==> src/rtl/dance_step_sequencer_if.sv <==
// Signal bundle between the step sequencer, its pattern ROM and the four-lane scorer.
interface dance_step_sequencer_if #(
  parameter int ADDR_W = 6
);
  logic              start;
  logic              pause;
  logic [ADDR_W-1:0] pat_addr;
  logic [4:0]        pat_data;
  logic [3:0]        enable_count;
  logic              score_clr;
  logic [1:0]        countdown;
  logic [ADDR_W-1:0] step_index;
  logic              busy;
  logic              song_done;

  modport master (
    input  start, pause, pat_data,
    output pat_addr, enable_count, score_clr, countdown, step_index, busy, song_done
  );

  modport slave (
    output start, pause, pat_data,
    input  pat_addr, enable_count, score_clr, countdown, step_index, busy, song_done
  );
endinterface

==> src/rtl/dance_step_sequencer.sv <==
// Tempo-driven step sequencer: 3-beat count-in, then one lane-mask cue per beat from a
// synchronous pattern ROM until an end marker or the last address.
module dance_step_sequencer #(
  parameter int BEAT_CYCLES = 25000000,
  parameter int ADDR_W      = 6
) (
  input  logic                   clk,
  input  logic                   reset,
  dance_step_sequencer_if.master io_bus
);

  localparam int                CNT_W     = $clog2(BEAT_CYCLES) + 1;
  localparam logic [CNT_W-1:0]  LAST_CNT  = CNT_W'(BEAT_CYCLES - 1);
  localparam logic [CNT_W-1:0]  FETCH_CNT = CNT_W'(BEAT_CYCLES - 3);
  localparam logic [ADDR_W-1:0] LAST_ADDR = '1;

  typedef enum logic [2:0] {
    S_IDLE,
    S_PREROLL,
    S_FETCH,
    S_LOAD,
    S_ISSUE,
    S_WAIT,
    S_DONE
  } state_t;

  state_t            r_state;
  state_t            w_next;
  logic [CNT_W-1:0]  r_beat_cnt;
  logic [1:0]        r_countdown;
  logic [ADDR_W-1:0] r_pat_addr;
  logic [ADDR_W-1:0] r_step_index;
  logic [3:0]        r_mask;
  logic              r_last;
  logic              r_score_clr;
  logic              w_run;
  logic              w_accept;
  logic              w_busy;
  logic              w_done;
  logic [3:0]        w_enable;

  assign w_run = ~io_bus.pause;

  always_ff @(posedge clk) begin
    if (reset) begin
      r_state <= S_IDLE;
    end else begin
      r_state <= w_next;
    end
  end

  // FETCH, LOAD and ISSUE each take one beat-counter tick, so WAIT hands over to FETCH
  // three ticks before the beat ends and cues stay exactly one beat apart.
  always_comb begin
    w_next   = r_state;
    w_accept = 1'b0;
    w_busy   = 1'b0;
    w_done   = 1'b0;
    w_enable = 4'd0;
    case (r_state)
      S_IDLE, S_DONE: begin
        w_done = (r_state == S_DONE);
        if (io_bus.start) begin
          w_accept = 1'b1;
          w_next   = S_PREROLL;
        end
      end
      S_PREROLL: begin
        w_busy = 1'b1;
        if (w_run && r_countdown == 2'd1 && r_beat_cnt == FETCH_CNT) begin
          w_next = S_FETCH;
        end
      end
      S_FETCH: begin
        w_busy = 1'b1;
        if (w_run) begin
          w_next = S_LOAD;
        end
      end
      S_LOAD: begin
        w_busy = 1'b1;
        if (w_run) begin
          w_next = (io_bus.pat_data[4] || r_last) ? S_DONE : S_ISSUE;
        end
      end
      S_ISSUE: begin
        w_busy = 1'b1;
        if (w_run) begin
          w_enable = r_mask;
          w_next   = S_WAIT;
        end
      end
      S_WAIT: begin
        w_busy = 1'b1;
        if (w_run && r_beat_cnt == FETCH_CNT) begin
          w_next = S_FETCH;
        end
      end
      default: begin
        w_next = S_IDLE;
      end
    endcase
  end

  always_ff @(posedge clk) begin
    if (reset) begin
      r_beat_cnt   <= '0;
      r_countdown  <= 2'd0;
      r_pat_addr   <= '0;
      r_step_index <= '0;
      r_mask       <= 4'd0;
      r_last       <= 1'b0;
      r_score_clr  <= 1'b0;
    end else begin
      r_score_clr <= w_accept;
      if (w_accept) begin
        r_beat_cnt   <= '0;
        r_countdown  <= 2'd3;
        r_pat_addr   <= '0;
        r_step_index <= '0;
        r_mask       <= 4'd0;
        r_last       <= 1'b0;
      end else if (w_busy && w_run) begin
        r_beat_cnt <= (r_beat_cnt == LAST_CNT) ? '0 : r_beat_cnt + CNT_W'(1);
        if (r_beat_cnt == LAST_CNT && r_countdown != 2'd0) begin
          r_countdown <= r_countdown - 2'd1;
        end
        if (r_state == S_LOAD && w_next == S_ISSUE) begin
          r_mask       <= io_bus.pat_data[3:0];
          r_step_index <= r_pat_addr;
        end
        // The final address is never advanced past, so the ROM never sees address 0 mid-song.
        if (r_state == S_ISSUE) begin
          if (r_pat_addr == LAST_ADDR) begin
            r_last <= 1'b1;
          end else begin
            r_pat_addr <= r_pat_addr + ADDR_W'(1);
          end
        end
      end
    end
  end

  assign io_bus.pat_addr     = r_pat_addr;
  assign io_bus.enable_count = w_enable;
  assign io_bus.score_clr    = r_score_clr;
  assign io_bus.countdown    = r_countdown;
  assign io_bus.step_index   = r_step_index;
  assign io_bus.busy         = w_busy;
  assign io_bus.song_done    = w_done;

endmodule

==> src/flat_wrapper.sv <==
// flat-port wrapper written by rule: the top's interface ports become plain ports
module dance_step_sequencer_flat 
#(
  parameter int BEAT_CYCLES = 25000000,
  parameter int ADDR_W      = 6
)
  (clk, reset, io_bus_start, io_bus_pause, io_bus_pat_data, io_bus_pat_addr, io_bus_enable_count, io_bus_score_clr, io_bus_countdown, io_bus_step_index, io_bus_busy, io_bus_song_done);
  dance_step_sequencer_if #(.ADDR_W(ADDR_W)) io_bus_i ();
  input  logic clk;
  input  logic reset;
  input wire logic [$bits(io_bus_i.start)-1:0] io_bus_start;
  input wire logic [$bits(io_bus_i.pause)-1:0] io_bus_pause;
  input wire logic [$bits(io_bus_i.pat_data)-1:0] io_bus_pat_data;
  output wire logic [$bits(io_bus_i.pat_addr)-1:0] io_bus_pat_addr;
  output wire logic [$bits(io_bus_i.enable_count)-1:0] io_bus_enable_count;
  output wire logic [$bits(io_bus_i.score_clr)-1:0] io_bus_score_clr;
  output wire logic [$bits(io_bus_i.countdown)-1:0] io_bus_countdown;
  output wire logic [$bits(io_bus_i.step_index)-1:0] io_bus_step_index;
  output wire logic [$bits(io_bus_i.busy)-1:0] io_bus_busy;
  output wire logic [$bits(io_bus_i.song_done)-1:0] io_bus_song_done;
  assign io_bus_i.start = io_bus_start;
  assign io_bus_i.pause = io_bus_pause;
  assign io_bus_i.pat_data = io_bus_pat_data;
  assign io_bus_pat_addr = io_bus_i.pat_addr;
  assign io_bus_enable_count = io_bus_i.enable_count;
  assign io_bus_score_clr = io_bus_i.score_clr;
  assign io_bus_countdown = io_bus_i.countdown;
  assign io_bus_step_index = io_bus_i.step_index;
  assign io_bus_busy = io_bus_i.busy;
  assign io_bus_song_done = io_bus_i.song_done;
  dance_step_sequencer #(.BEAT_CYCLES(BEAT_CYCLES), .ADDR_W(ADDR_W)) u_core (.clk(clk), .reset(reset), .io_bus(io_bus_i));
endmodule
==> config.mk <==
export PLATFORM = sky130hd
export DESIGN_NAME = dance_step_sequencer_flat
export DESIGN_NICKNAME = d
export VERILOG_FILES = /design/src/rtl/dance_step_sequencer_if.sv /design/src/rtl/dance_step_sequencer.sv /design/src/flat_wrapper.sv
export SDC_FILE = /design/constraint.sdc
export NUM_CORES = 1
export LEC_CHECK = 0
export CORE_UTILIZATION = 40
export DETAILED_ROUTE_END_ITERATION = 10
export PLACE_DENSITY = 0.61
export REMOVE_ABC_BUFFERS = 1
export SYNTH_ARGS = -nofsm -noshare
export SYNTH_HDL_FRONTEND = slang
export SYNTH_SLANG_ARGS = --single-unit
==> constraint.sdc <==
create_clock -name clk -period 2 [get_ports clk]
set_input_delay 0.3 -clock clk [delete_from_list [all_inputs] [get_ports clk]]
set_output_delay 0.3 -clock clk [all_outputs]
set_load 0.05 [all_outputs]
==> out/summary.txt <==
First drt pass iteration count -> 4
DIE WIDTH -> 80.8 µm
Vias in the first global route -> 2,030
GRT overflow -> 0
Ratio of cells with drive above 1 in the final layout -> 0.167
WP data arrival -> 1.61 ns
Peak supply drop -> 0.298 mV
Worst-skew pair later-pin latency -> 0.30 ns
CP cell instances -> clkdlybuf4s50_1, buf_4, nor4b_4, buf_4, and2_1, buf_12
Critical path class -> input port to output pin
Average size of a mapped cell -> 8.80 µm²
Post-Route Utilization -> 0.525
Synth unique cells -> 45
Clock Sinks -> 49
Critical path capture point type -> output pin
Ys Warns -> 0
Synth Flop Type -> dfxtp_1
LEAKAGE -> 0.00102 µW
Slowest cell on the critical path -> clkdlybuf4s50_1
CTS buffer count -> 5
Max cap viols -> 0
I/O pins -> 30
DRC -> 0
Setup Viol. Count Final -> 0
Most Crowded Layer GR -> met2
Startpoint types -> input port
Area of the multi-input gates -> 1370 µm²
Iteration-0 DRC count of the detailed router -> 49
Hold Vio Cnt, Final -> 0
Ys async rst share -> 0
Largest net degree at the start of global routing -> 23
Actual slew at the worst max-slew pin -> 0.514 ns
Via density -> 5.08
Max Slew Vio Count -> 0
First-pass GRT wire length -> 9.07 mm
Minimum clock period -> 1.91 ns
Fmax -> 0.523 GHz
Post-synth top area cell -> dfxtp_1
Post-synth EDFFs -> 0
CTS H-tree depth -> 2
CTS tree -> built
RSZ-0062 raised after global routing -> false
Clock transition at path regs -> 0.10 ns
Crit path max fanout -> 6
DIE HEIGHT -> 80.8 µm
Clock Skew -> 0.0128 ns
Full die area -> 6520 µm²
Setup TNS -> 0 ns
Commonest cells after routing, fill and taps aside -> dfxtp_1 (49), nor2_1 (38), nand2_1 (29)
Routed wire per std cell -> 12.7 µm
P per Cell Area -> 601 nW/µm²
Most common cell after layout, fill and taps aside -> dfxtp_1
Synth area leaders -> dfxtp_1 (40%), xnor2_1 (7.4%), nor2_1 (5.7%)
Post-route clock period utilization -> 0.956
Starting Density -> 0.417
Share of the synthesized area in the top cell type -> 0.395
Rows -> 28
Resized Gates After CTS -> 0
Status -> finished clean
CTS root buf -> clkbuf_8
Max incr delay on CP -> 0.40 ns
# port buffers -> 29
Post-synthesis register bit count -> 49
# fillers -> 595
Final ANT Viol Nets -> 0
CP dominant cell by count -> buf_4
Inserted Diodes -> 0
Storage element area -> 981 µm²
Detail Placement HPWL -> 3.68 mm
Sequential share of the synthesized area -> 0.395
Post-synthesis cell area -> 2480 µm²
Met2 Use GR -> 0.297
Routed WL -> 5.14 mm
GR Util met1 -> 0.231
M3 GR Usage -> 0.0360
CP required -> 1.70 ns
Overall Global Routing Usage -> 0.178
HP Class -> flop to flop
Final Net Count -> 342
Area delta synth->final -> 25.9%
Final Wtd Congestion -> 0.768
Vias -> 2,052
Clock buffer depth -> 2
Core Area -> 5960 µm²
Initial antenna violation count -> 0
Synth Instances -> 282
Rel. slew slack -> 0.656
==> cells in the mapped netlist (3+ instances only) <==
cell type	instances
ha_1	5
nor4_1	5
nand3b_1	3
xor2_1	6
or3_1	3
xnor2_1	21
nor2_1	38
nor4_2	4
nor3_1	13
nand3_1	17
inv_1	9
and3_1	5
and2_1	5
a31oi_1	3
clkbuf_1	3
dfxtp_1	49
a21oi_1	20
buf_6	6
nand4_1	5
o211ai_1	3
nand2_1	29
nand2b_1	3
==> flip-flops by register name, summed over array words and instances (netlist names) <==
signal / flops
u_core.r_mask: 4
u_core.r_beat_cnt: 26
u_core.io_bus.step_index: 6
u_core.r_state: 3
u_core.io_bus.pat_addr: 6
u_core.io_bus.score_clr: 1
u_core.io_bus.countdown: 2
u_core.r_last: 1
==> metrics by stage <==
| stage | cells | setup WS [ns] | hold WS (ns) | power (µW) | instance area [µm²] |
|---|---|---|---|---|---|
| detailed placement | 395 | -0.0441 | 0.448 | 1170 | 3000 |
| finish | 404 | 0.0886 | 0.458 | 1880 | 3120 |
| global placement | 395 | 0.0176 | 0.443 | 1170 | 3000 |
| floorplan | 270 | 0.0474 | 0.369 | 1090 | 2390 |
| CTS | 403 | 0.0174 | 0.463 | 1910 | 3120 |
| global route | 404 | 0.0137 | 0.503 | 1970 | 3120 |
==> layout make-up <==
cell class,count,share of cell area
sequential,49,0.314
clock inverter,3,0.0152
inverter,9,0.0108
clock buffer,5,0.0220
tap,75,0.0300
multi-input combinational,212,0.439
timing repair buffer,51,0.169
==> worst max-delay path, delay by kind of cell <==
family | cells | cell delay [ns]
buffers and inverters | 4 | 0.90
AND/OR/NAND/NOR | 2 | 0.42
==> power by group <==
group	total, µW	switching (µW)	internal (µW)
Combinational	155	89.2	65.3
Clock	734	353	382
Sequential	988	4.91	983
Total	1880	447	1430
==> cells by family (layout without fill, tap and decap cells) <==
| logic type | count (synthesis) | count (layout) | synth area share |
|---|---|---|---|
| simple gates | 144 | 144 | 0.333 |
| fa+ha+maj | 5 | 5 | 0.0252 |
| buf+inv | 21 | 68 | 0.0524 |
| mux | 2 | 2 | 0.0101 |
| xor+xnor | 28 | 28 | 0.102 |
| compound gates | 33 | 33 | 0.0822 |
| flops | 49 | 49 | 0.395 |
==> layer usage <==
metal	wire, µm	up-vias	share of wire
met5	0	-	0
met4	55	0	0.011
met3	147	7	0.029
met2	2340	27	0.45
met1	2600	954	0.51
li1	-	1064	-
==> final timing paths <==
check                                                               from                                       end  slack [ns]  cells after the start
worst min-delay path            u_core.io_bus.step_index[3]$_SDFFE_PP0P_  u_core.io_bus.step_index[3]$_SDFFE_PP0P_        0.46                      2
worst min register to register  u_core.io_bus.step_index[3]$_SDFFE_PP0P_  u_core.io_bus.step_index[3]$_SDFFE_PP0P_        0.46                      2
worst max-delay path                                        io_bus_pause                    io_bus_enable_count[0]        0.09                      6
worst max register to register         u_core.r_beat_cnt[6]$_SDFFE_PP0P_   u_core.io_bus.countdown[1]$_SDFFE_PP0P_        0.15                      5
==> what timing repair did <==
item	in CTS	in global routing
endpoints found under the hold margin	0	0
hold buffers	0	0
setup buffers	0	1
endpoints found under the setup margin	0	4
Power figures use the tool's default switching activity.
